### config.mk
export PLATFORM = sky130hd
export DESIGN_NAME = rf_wb_arbiter
export DESIGN_NICKNAME = d
export VERILOG_FILES = /design/src/rtl/rf_ctrl_pkg.sv /design/src/rtl/rf_scoreboard.sv /design/src/rtl/rf_wb_arbiter.sv
export SDC_FILE = /design/constraint.sdc
export NUM_CORES = 1
export LEC_CHECK = 0
export BUFFER_PORTS_ARGS = -buffer_cell sky130_fd_sc_hd__buf_4
export CORE_MARGIN = 8
export CORE_UTILIZATION = 28
export CTS_CLUSTER_SIZE = 8
export DETAILED_ROUTE_END_ITERATION = 10
export SLEW_MARGIN = 15
export SYNTH_ARGS = -nofsm -noshare
export SYNTH_HDL_FRONTEND = slang
export SYNTH_SLANG_ARGS = --single-unit
### constraint.sdc
create_clock -name CLK -period 3.1 [get_ports CLK]
set_clock_uncertainty 0.05 [all_clocks]
set_input_delay 0.31 -clock CLK [delete_from_list [all_inputs] [get_ports CLK]]
set_output_delay 0.31 -clock CLK [all_outputs]
set_load 0.005 [all_outputs]
### src/rtl/rf_ctrl_pkg.sv
// Shared widths and requester identifiers for the register-file writeback path.
package rf_ctrl_pkg;

    localparam int XLEN       = 32;
    localparam int REG_ADDR_W = 5;
    localparam int NUM_REGS   = 32;

    typedef enum logic {
        REQ_ALU = 1'b0,
        REQ_LSU = 1'b1
    } req_idx_e;

    function automatic req_idx_e other_req(input req_idx_e r);
        return (r == REQ_ALU) ? REQ_LSU : REQ_ALU;
    endfunction

endpackage

### src/rtl/rf_scoreboard.sv
// Pending-write scoreboard: one bit per architectural register, x0 never pending.
module rf_scoreboard
    import rf_ctrl_pkg::*;
(
    input  logic                  clk,
    input  logic                  rst,
    input  logic                  iss_valid,
    input  logic [REG_ADDR_W-1:0] iss_rd,
    output logic                  iss_ready,
    input  logic [REG_ADDR_W-1:0] rs1,
    input  logic [REG_ADDR_W-1:0] rs2,
    output logic                  rs1_pending,
    output logic                  rs2_pending,
    input  logic [REG_ADDR_W-1:0] wb_addr,
    output logic                  wb_pending,
    input  logic                  clr_en,
    input  logic [REG_ADDR_W-1:0] clr_addr
);

    logic [NUM_REGS-1:0] pending;
    logic                set_en;

    // pending[0] is held at 0, so x0 always reads as free and issue to x0 never stalls.
    assign iss_ready   = !rst && !pending[iss_rd];
    assign set_en      = iss_valid && iss_ready && (iss_rd != '0);
    assign rs1_pending = pending[rs1];
    assign rs2_pending = pending[rs2];
    assign wb_pending  = pending[wb_addr];

    // Clear is applied before set so both land when they target different registers.
    always_ff @(posedge clk or posedge rst) begin
        if (rst) begin
            pending <= '0;
        end else begin
            if (clr_en) pending[clr_addr] <= 1'b0;
            if (set_en) pending[iss_rd]   <= 1'b1;
            pending[0] <= 1'b0;
        end
    end

endmodule

### src/rtl/rf_wb_arbiter.sv
// Two-requester writeback arbiter feeding a single register-file write port,
// with a pending-write scoreboard for issue WAW stalls and operand queries.
module rf_wb_arbiter
    import rf_ctrl_pkg::*;
#(
    parameter bit RR_EN = 1'b1
)
(
    input  logic                  CLK,
    input  logic                  RESET,
    input  logic                  req0_valid,
    input  logic [REG_ADDR_W-1:0] req0_addr,
    input  logic [XLEN-1:0]       req0_data,
    output logic                  req0_ready,
    input  logic                  req1_valid,
    input  logic [REG_ADDR_W-1:0] req1_addr,
    input  logic [XLEN-1:0]       req1_data,
    output logic                  req1_ready,
    input  logic                  iss_valid,
    input  logic [REG_ADDR_W-1:0] iss_rd,
    output logic                  iss_ready,
    input  logic [REG_ADDR_W-1:0] rs1,
    input  logic [REG_ADDR_W-1:0] rs2,
    output logic                  rs1_pending,
    output logic                  rs2_pending,
    output logic                  WE3,
    output logic [REG_ADDR_W-1:0] A3,
    output logic [XLEN-1:0]       WD3,
    output logic                  err_wb
);

    // Handshake: a request moves on a rising edge where valid && ready; the
    // requester holds valid/addr/data stable until then, ready never depends on
    // anything but the valids, the priority pointer and RESET.
    req_idx_e              prio;
    logic                  grant0;
    logic                  grant1;
    logic                  xfer;
    req_idx_e              win_idx;
    logic [REG_ADDR_W-1:0] win_addr;
    logic [XLEN-1:0]       win_data;
    logic                  win_pending;

    always_comb begin
        grant0 = 1'b0;
        grant1 = 1'b0;
        if (req0_valid && (!req1_valid || !RR_EN || prio == REQ_ALU)) grant0 = 1'b1;
        else if (req1_valid)                                          grant1 = 1'b1;
    end

    assign req0_ready = grant0 && !RESET;
    assign req1_ready = grant1 && !RESET;
    assign xfer       = req0_ready || req1_ready;
    assign win_idx    = req1_ready ? REQ_LSU : REQ_ALU;
    assign win_addr   = req1_ready ? req1_addr : req0_addr;
    assign win_data   = req1_ready ? req1_data : req0_data;

    // prio names the requester that wins the next conflict.
    always_ff @(posedge CLK or posedge RESET) begin
        if (RESET) begin
            prio <= REQ_ALU;
        end else if (xfer && RR_EN) begin
            prio <= other_req(win_idx);
        end
    end

    always_ff @(posedge CLK or posedge RESET) begin
        if (RESET) begin
            WE3    <= 1'b0;
            A3     <= '0;
            WD3    <= '0;
            err_wb <= 1'b0;
        end else begin
            WE3 <= xfer && (win_addr != '0);
            if (xfer) begin
                A3  <= win_addr;
                WD3 <= win_data;
            end
            if (xfer && (win_addr != '0) && !win_pending) err_wb <= 1'b1;
        end
    end

    rf_scoreboard u_scoreboard (
        .clk         (CLK),
        .rst         (RESET),
        .iss_valid   (iss_valid),
        .iss_rd      (iss_rd),
        .iss_ready   (iss_ready),
        .rs1         (rs1),
        .rs2         (rs2),
        .rs1_pending (rs1_pending),
        .rs2_pending (rs2_pending),
        .wb_addr     (win_addr),
        .wb_pending  (win_pending),
        .clr_en      (WE3),
        .clr_addr    (A3)
    );

endmodule

==> flow_summary.toml, run 1 <==
[logic_synthesis]
synth_seq_cells = 71
syn-cell-area_mm2 = 0.00434
syn_inst = 415
yosysWarnings = 0
ys.flop_type = "dfrtp_1"
postSynthAreaPerCell_um2 = 10.5
synthesis.nets = 509
ys_async_sr_fraction = 1.00
synth_edf_count = 0
ys_types = 46
seq_area_frac_synth = 0.409

[worst_hold_path]
whs_endpoint = "prio$_DFFE_PP0P_"
hold_depth = 2
min_from = "RESET"
min_path_type = "input port to register"

[pwr]
power.density_mw_per_mm2 = 650
p_sw_frac = 0.329
peakVddDrop_mv = 0.265
p_clk_frac = 0.273
finalPower_mw = 3.80
power_leakage_nw = 2.64
internal-power_mw = 2.55
p_switching_mw = 1.25
power_frac_seq = 0.416
pwr-share-comb = 0.311

[place]
gp_congestion = 0.906
io_buffers = 137
placed_cells = 720
dp_hpwl_um = 11300
preCtsSetupSlack_ns = 0.629

[clock_tree]
post_cts_resized = 0
cts_buffer_depth = 2
hold_buffers = 0
clk_latency_ns = 0.33
ctsHtreeMaxLevel = 3
clk_pin_slew_ns = 0.06
cts_root_buffer = "clkbuf_16"
postCtsSetupBuffers = 0
cts_inserted_buffers = 9
tritoncts = "built"
cts.sinks = 71

[global_route]
grt_pass1_vias = 4224
grt_busiest_layer = "met2"
grt_util_met1 = 0.174
overflow = 0
met2_usage = 0.247
antenna_found_initial = 0
grt_max_degree = 72
grt_pass1_wl_um = 23000
grtUsageTotal = 0.147
gr-usage-met3 = 0.0598

[timing]
tightest_slew_ns = 0.934
slew_viol_final = 0
final.setup.worst_slack_ns = 0.545
period_share = 0.824
min_period_ns = 2.56
slew-limit-headroom = 0.378
rsz0062_at_grt = "no"
clock.fmax_ghz = 0.391
finalSetupViolCount = 0
tns_ns = 0
hold_violations = 0

[critical_path]
path_class = "register to primary output"
r2r_end = "err_wb$_DFFE_PP0P_"
worst_r2r_path_depth = 8
critPathLaunchType = "register"
r2r_setup_slack_ns = 0.61
cp.arrival_ns = 2.20
required_ns = 2.74
r2r-start = "prio$_DFFE_PP0P_"
cp_max_fo = 5
cp-end-kind = "primary output"

[cells_and_area]
diodes = 0
synthToLayoutAreaGrowth_pct = 34.7
drive_above_1_share = 0.382
finalNetCount = 637
final_util = 0.385
final_cells = 735

[routing]
dr_total_vias = 3961
ant_nets = 0
dr.pass1.iters = 4
routed_wl_um = 14500
first_iter_violations = 388
via_per_inst = 5.39
wl_per_cell_um = 19.7
route.detailed.drc = 0

[status]
status = "completed"

[run]
maxCapViolations = 0

[floorplan]
rows = 45
coreArea_mm2 = 0.0152
die_h_um = 140
initial_utilization = 0.285
dieArea_mm2 = 0.0197
io_pins = 138
chipWidth_um = 140
[worst max-delay path by stage]
| stage | start | endpoint | slack (ns) |
|---|---|---|---|
| 4_1_cts | u_scoreboard.pending[4]$_DFF_PP0_ | rs2_pending | 0.53 |
| 6_report | u_scoreboard.pending[23]$_DFF_PP0_ | iss_ready | 0.54 |
| 3_3_place_gp | iss_rd[0] | u_scoreboard.pending[26]$_DFF_PP0_ | 0.73 |
| 3_5_place_dp | RESET | err_wb$_DFFE_PP0P_ | 0.63 |
| 2_1_floorplan | RESET | err_wb$_DFFE_PP0P_ | 0.04 |
| 5_1_grt | prio$_DFFE_PP0P_ | err_wb$_DFFE_PP0P_ | 0.41 |
[cell families (layout without fill, tap and decap cells)]
kind of cell | Yosys count | after routing | synth area share
buffers and inverters | 28 | 160 | 0.0259
multiplexers | 80 | 80 | 0.269
AO/OA/AOI/OAI | 124 | 124 | 0.154
AND/OR/NAND/NOR | 112 | 112 | 0.142
flip-flops | 71 | 71 | 0.409
[state kept, by name, summed over array words and instances (netlist names)]
signal / cells
prio: 1
u_scoreboard.pending: 31
WD3: 32
WE3: 1
A3: 5
err_wb: 1
[synth_stat cells, types with 2 or more instances]
cell type,n,share of area
dfrtp_1,71,0.41
mux4_2,28,0.15
o21ai_0,74,0.085
nor2b_1,2,0.0029
and3_1,4,0.0058
nand4_1,5,0.0072
buf_2,3,0.0035
buf_1,3,0.0026
nor2_1,9,0.0078
nand3b_1,8,0.014
nand2_2,2,0.0029
nand2b_1,5,0.0072
o21ai_1,31,0.036
clkbuf_1,17,0.015
or3_1,4,0.0058
inv_1,4,0.0035
mux2_2,13,0.034
or3b_2,4,0.0081
nand2_1,49,0.042
nand3b_4,2,0.0092
nand3_1,9,0.010
o31ai_1,3,0.0052
mux2i_1,39,0.090
a21oi_1,4,0.0046
[through the flow]
step | hold WS, ns | area, um^2
floorplan | 0.372 | 4340
global placement | 0.416 | 5550
detailed placement | 0.422 | 5550
CTS | 0.167 | 5850
global route | 0.212 | 5850
finish | 0.172 | 5850
[critical path: stages, from the launching register on]
cell	delay [ns]
dfrtp_1	0.45
mux4_2	0.49
mux2_2	0.27
a22o_1	0.18
a21oi_1	0.20
and2_1	0.17
buf_4	0.11
[layout make-up]
| cell class | count | area [um^2] |
|---|---|---|
| multi-input cells | 316 | 2460 |
| flip-flops and latches | 71 | 1780 |
| repair buffers | 141 | 1060 |
| inverters | 4 | 15.0 |
| fillers | 1519 | 9360 |
| well taps | 188 | 235 |
| clock buffers | 12 | 256 |
| clock inverters | 3 | 42.5 |
[layer usage]
layer / share of wire / vias up
met5: 0 / -
met4: 0.015 / 0
met3: 0.086 / 22
met2: 0.49 / 190
met1: 0.41 / 1930
li1: - / 1819
[layout by cell type, fill, tap and decap left out, types with 8 or more instances in the layout]
cell | Yosys | layout
nor2_1 | 9 | 9
mux4_2 | 28 | 28
buf_4 | 1 | 141
mux2_2 | 13 | 13
o21ai_1 | 31 | 31
mux2i_1 | 39 | 39
clkbuf_16 | 0 | 9
nand3_1 | 9 | 9
dfrtp_1 | 71 | 71
nand2_1 | 49 | 49
nand3b_1 | 8 | 8
o21ai_0 | 74 | 73
[power by group through the flow]
stage               Clock, mW  Combinational (mW)  Sequential (mW)
finish                   1.04                1.18             1.58
global route             1.11                1.30             1.61
CTS                      1.06                1.19             1.57
detailed placement          0                1.19             1.58
global placement            0                1.16             1.57
floorplan                   0               0.793             1.38
No activity file was read; power rests on OpenSTA's default activity.
==> inputs of run 2 (changes only) <==
clock period = 2.5 ns   (was 3.1 ns; I/O delays follow)
==> run 2 against run 1 <==
  * Flip-flop and latch count is the same
  * Sequential share of layout area about the same
  * Worst hold slack lost 0.017 ns
  * Clock power is 11% higher
  * Via count up 0.93%
  * Highest routed layer is now met5
  * Global-route usage is 0.64 points higher
  * Non-clock buffer count increased by 3
  * First-iteration DRC count is 18% lower
==> flow_summary.toml, run 2 (same netlist as run 1, synthesis figures left out) <==
[cells_and_area]
finalNetCount = 640
diodes = 0
final_cells = 738
largest_reg_flops = 32
nFillCells = 1496
largest_register = "WD3"
top_regs = "WD3 (32), u_scoreboard.pending (31), A3 (5)"
drive_above_1_share = 0.407
synthToLayoutAreaGrowth_pct = 35.4
final_cell_mix = "buf_4, o21ai_0, dfrtp_1"
layout_commonest_cell = "buf_4"

[place]
dp_hpwl_um = 11700
preCtsSetupSlack_ns = 0.151
gp_congestion = 0.938
io_buffers = 137
placed_cells = 723

[floorplan]
rows = 45
die_h_um = 140
coreArea_mm2 = 0.0152
initial_utilization = 0.285
dieArea_mm2 = 0.0197
io_pins = 138
chipWidth_um = 140

[timing]
tightest_slew_ns = 0.924
rsz0062_at_grt = "yes"
hold_violations = 0
min_period_ns = 2.47
slew-limit-headroom = 0.384
finalSetupViolCount = 0
period_share = 0.989
slew_viol_final = 0
clock.fmax_ghz = 0.404
final.setup.worst_slack_ns = 0.0276
tns_ns = 0

[clock_tree]
clk_latency_ns = 0.33
clk_pin_slew_ns = 0.06
cts_root_buffer = "clkbuf_16"
post_cts_resized = 1
cts.sinks = 71
cts_buffer_depth = 2
cts_inserted_buffers = 9
hold_buffers = 0
tritoncts = "built"
postCtsSetupBuffers = 0
ctsHtreeMaxLevel = 3

[critical_path]
crit_top_cell = "mux4_2"
required_ns = 2.20
path_class = "register to primary output"
cp.arrival_ns = 2.17
cpLargestDelayFamily = "multiplexers"
cp_num_buf_inv = 1
critPathLaunchType = "register"
cp_max_fo = 5
path_cells = "mux4_2, mux4_2, mux2_4, buf_6"
cp-end-kind = "primary output"
crit_path_top_delay_cell = "mux4_2"
critPathMaxStageDelay_ns = 0.49

[routing]
wl_per_cell_um = 20.3
dr_total_vias = 3998
routed_wl_um = 15000
route.detailed.drc = 0
first_iter_violations = 318
ant_nets = 0
via_per_inst = 5.42
dr.pass1.iters = 5

[worst_hold_path]
min_path_type = "input port to register"

[pwr]
power.density_mw_per_mm2 = 793
peakVddDrop_mv = 0.382
power_leakage_nw = 2.64

[status]
status = "completed"

[global_route]
grt_pass1_vias = 4167
grtUsageTotal = 0.154
grt_max_degree = 72
antenna_found_initial = 1
overflow = 0
grt_pass1_wl_um = 23500

[run]
maxCapViolations = 0
[run 2: tightest hold or removal path: stages]
cell and delay [ns]:
buf_4 0.08, mux2i_1 0.05, o21ai_0 0.13
[run 2: final timing paths]
path | startpoint | end | slack, ns | depth (start not counted)
min in group asynchronous | RESET | prio$_DFFE_PP0P_ | 0.24 | 3
setup / recovery | u_scoreboard.pending[7]$_DFF_PP0_ | rs2_pending | 0.03 | 4
setup reg to reg | u_scoreboard.pending[23]$_DFF_PP0_ | u_scoreboard.pending[9]$_DFF_PP0_ | 0.26 | 7
max in group asynchronous | RESET | u_scoreboard.pending[22]$_DFF_PP0_ | 1.47 | 3
hold / removal | req1_data[21] | WD3[21]$_DFFE_PP0P_ | 0.16 | 3
hold reg to reg | WD3[25]$_DFFE_PP0P_ | WD3[25]$_DFFE_PP0P_ | 0.43 | 2
[run 2: routing by layer]
| metal | vias to the layer above | part of all wire | GRT usage |
|---|---|---|---|
| met2 | 198 | 0.49 | 0.253 |
| met1 | 1946 | 0.40 | 0.185 |
| met3 | 20 | 0.089 | 0.0496 |
| met4 | 2 | 0.018 | 0.0560 |
| li1 | 1832 | - | - |
| met5 | - | 0.00080 | 0 |
[run 2: power breakdown]
group          internal, mW  total (mW)  switching, mW  leakage, nW
logic                 0.901        1.48          0.583         1.70
registers              1.48        2.02          0.540        0.819
clock network         0.661        1.15          0.493        0.127
[run 2: through the flow]
step | total power [mW] | area (um^2) | utilization | hold slack (ns)
floorplan | 2.70 | 4340 | - | 0.312
global placement | 3.40 | 5570 | 0.367 | 0.414
detailed placement | 3.44 | 5570 | 0.367 | 0.421
CTS | 4.62 | 5840 | 0.384 | 0.144
global route | 4.93 | 5870 | 0.386 | 0.159
finish | 4.66 | 5870 | 0.386 | 0.156
[run 2: area by class of cell]
cell class              count  area [um^2]  share of cell area
well taps                 188          235              0.0401
clock inverters             6         38.8             0.00660
inverters                   4         18.8             0.00320
clock buffers               9          225              0.0383
flip-flops and latches     71         1790               0.304
repair buffers            144         1090               0.185
multi-input cells         316         2480               0.422
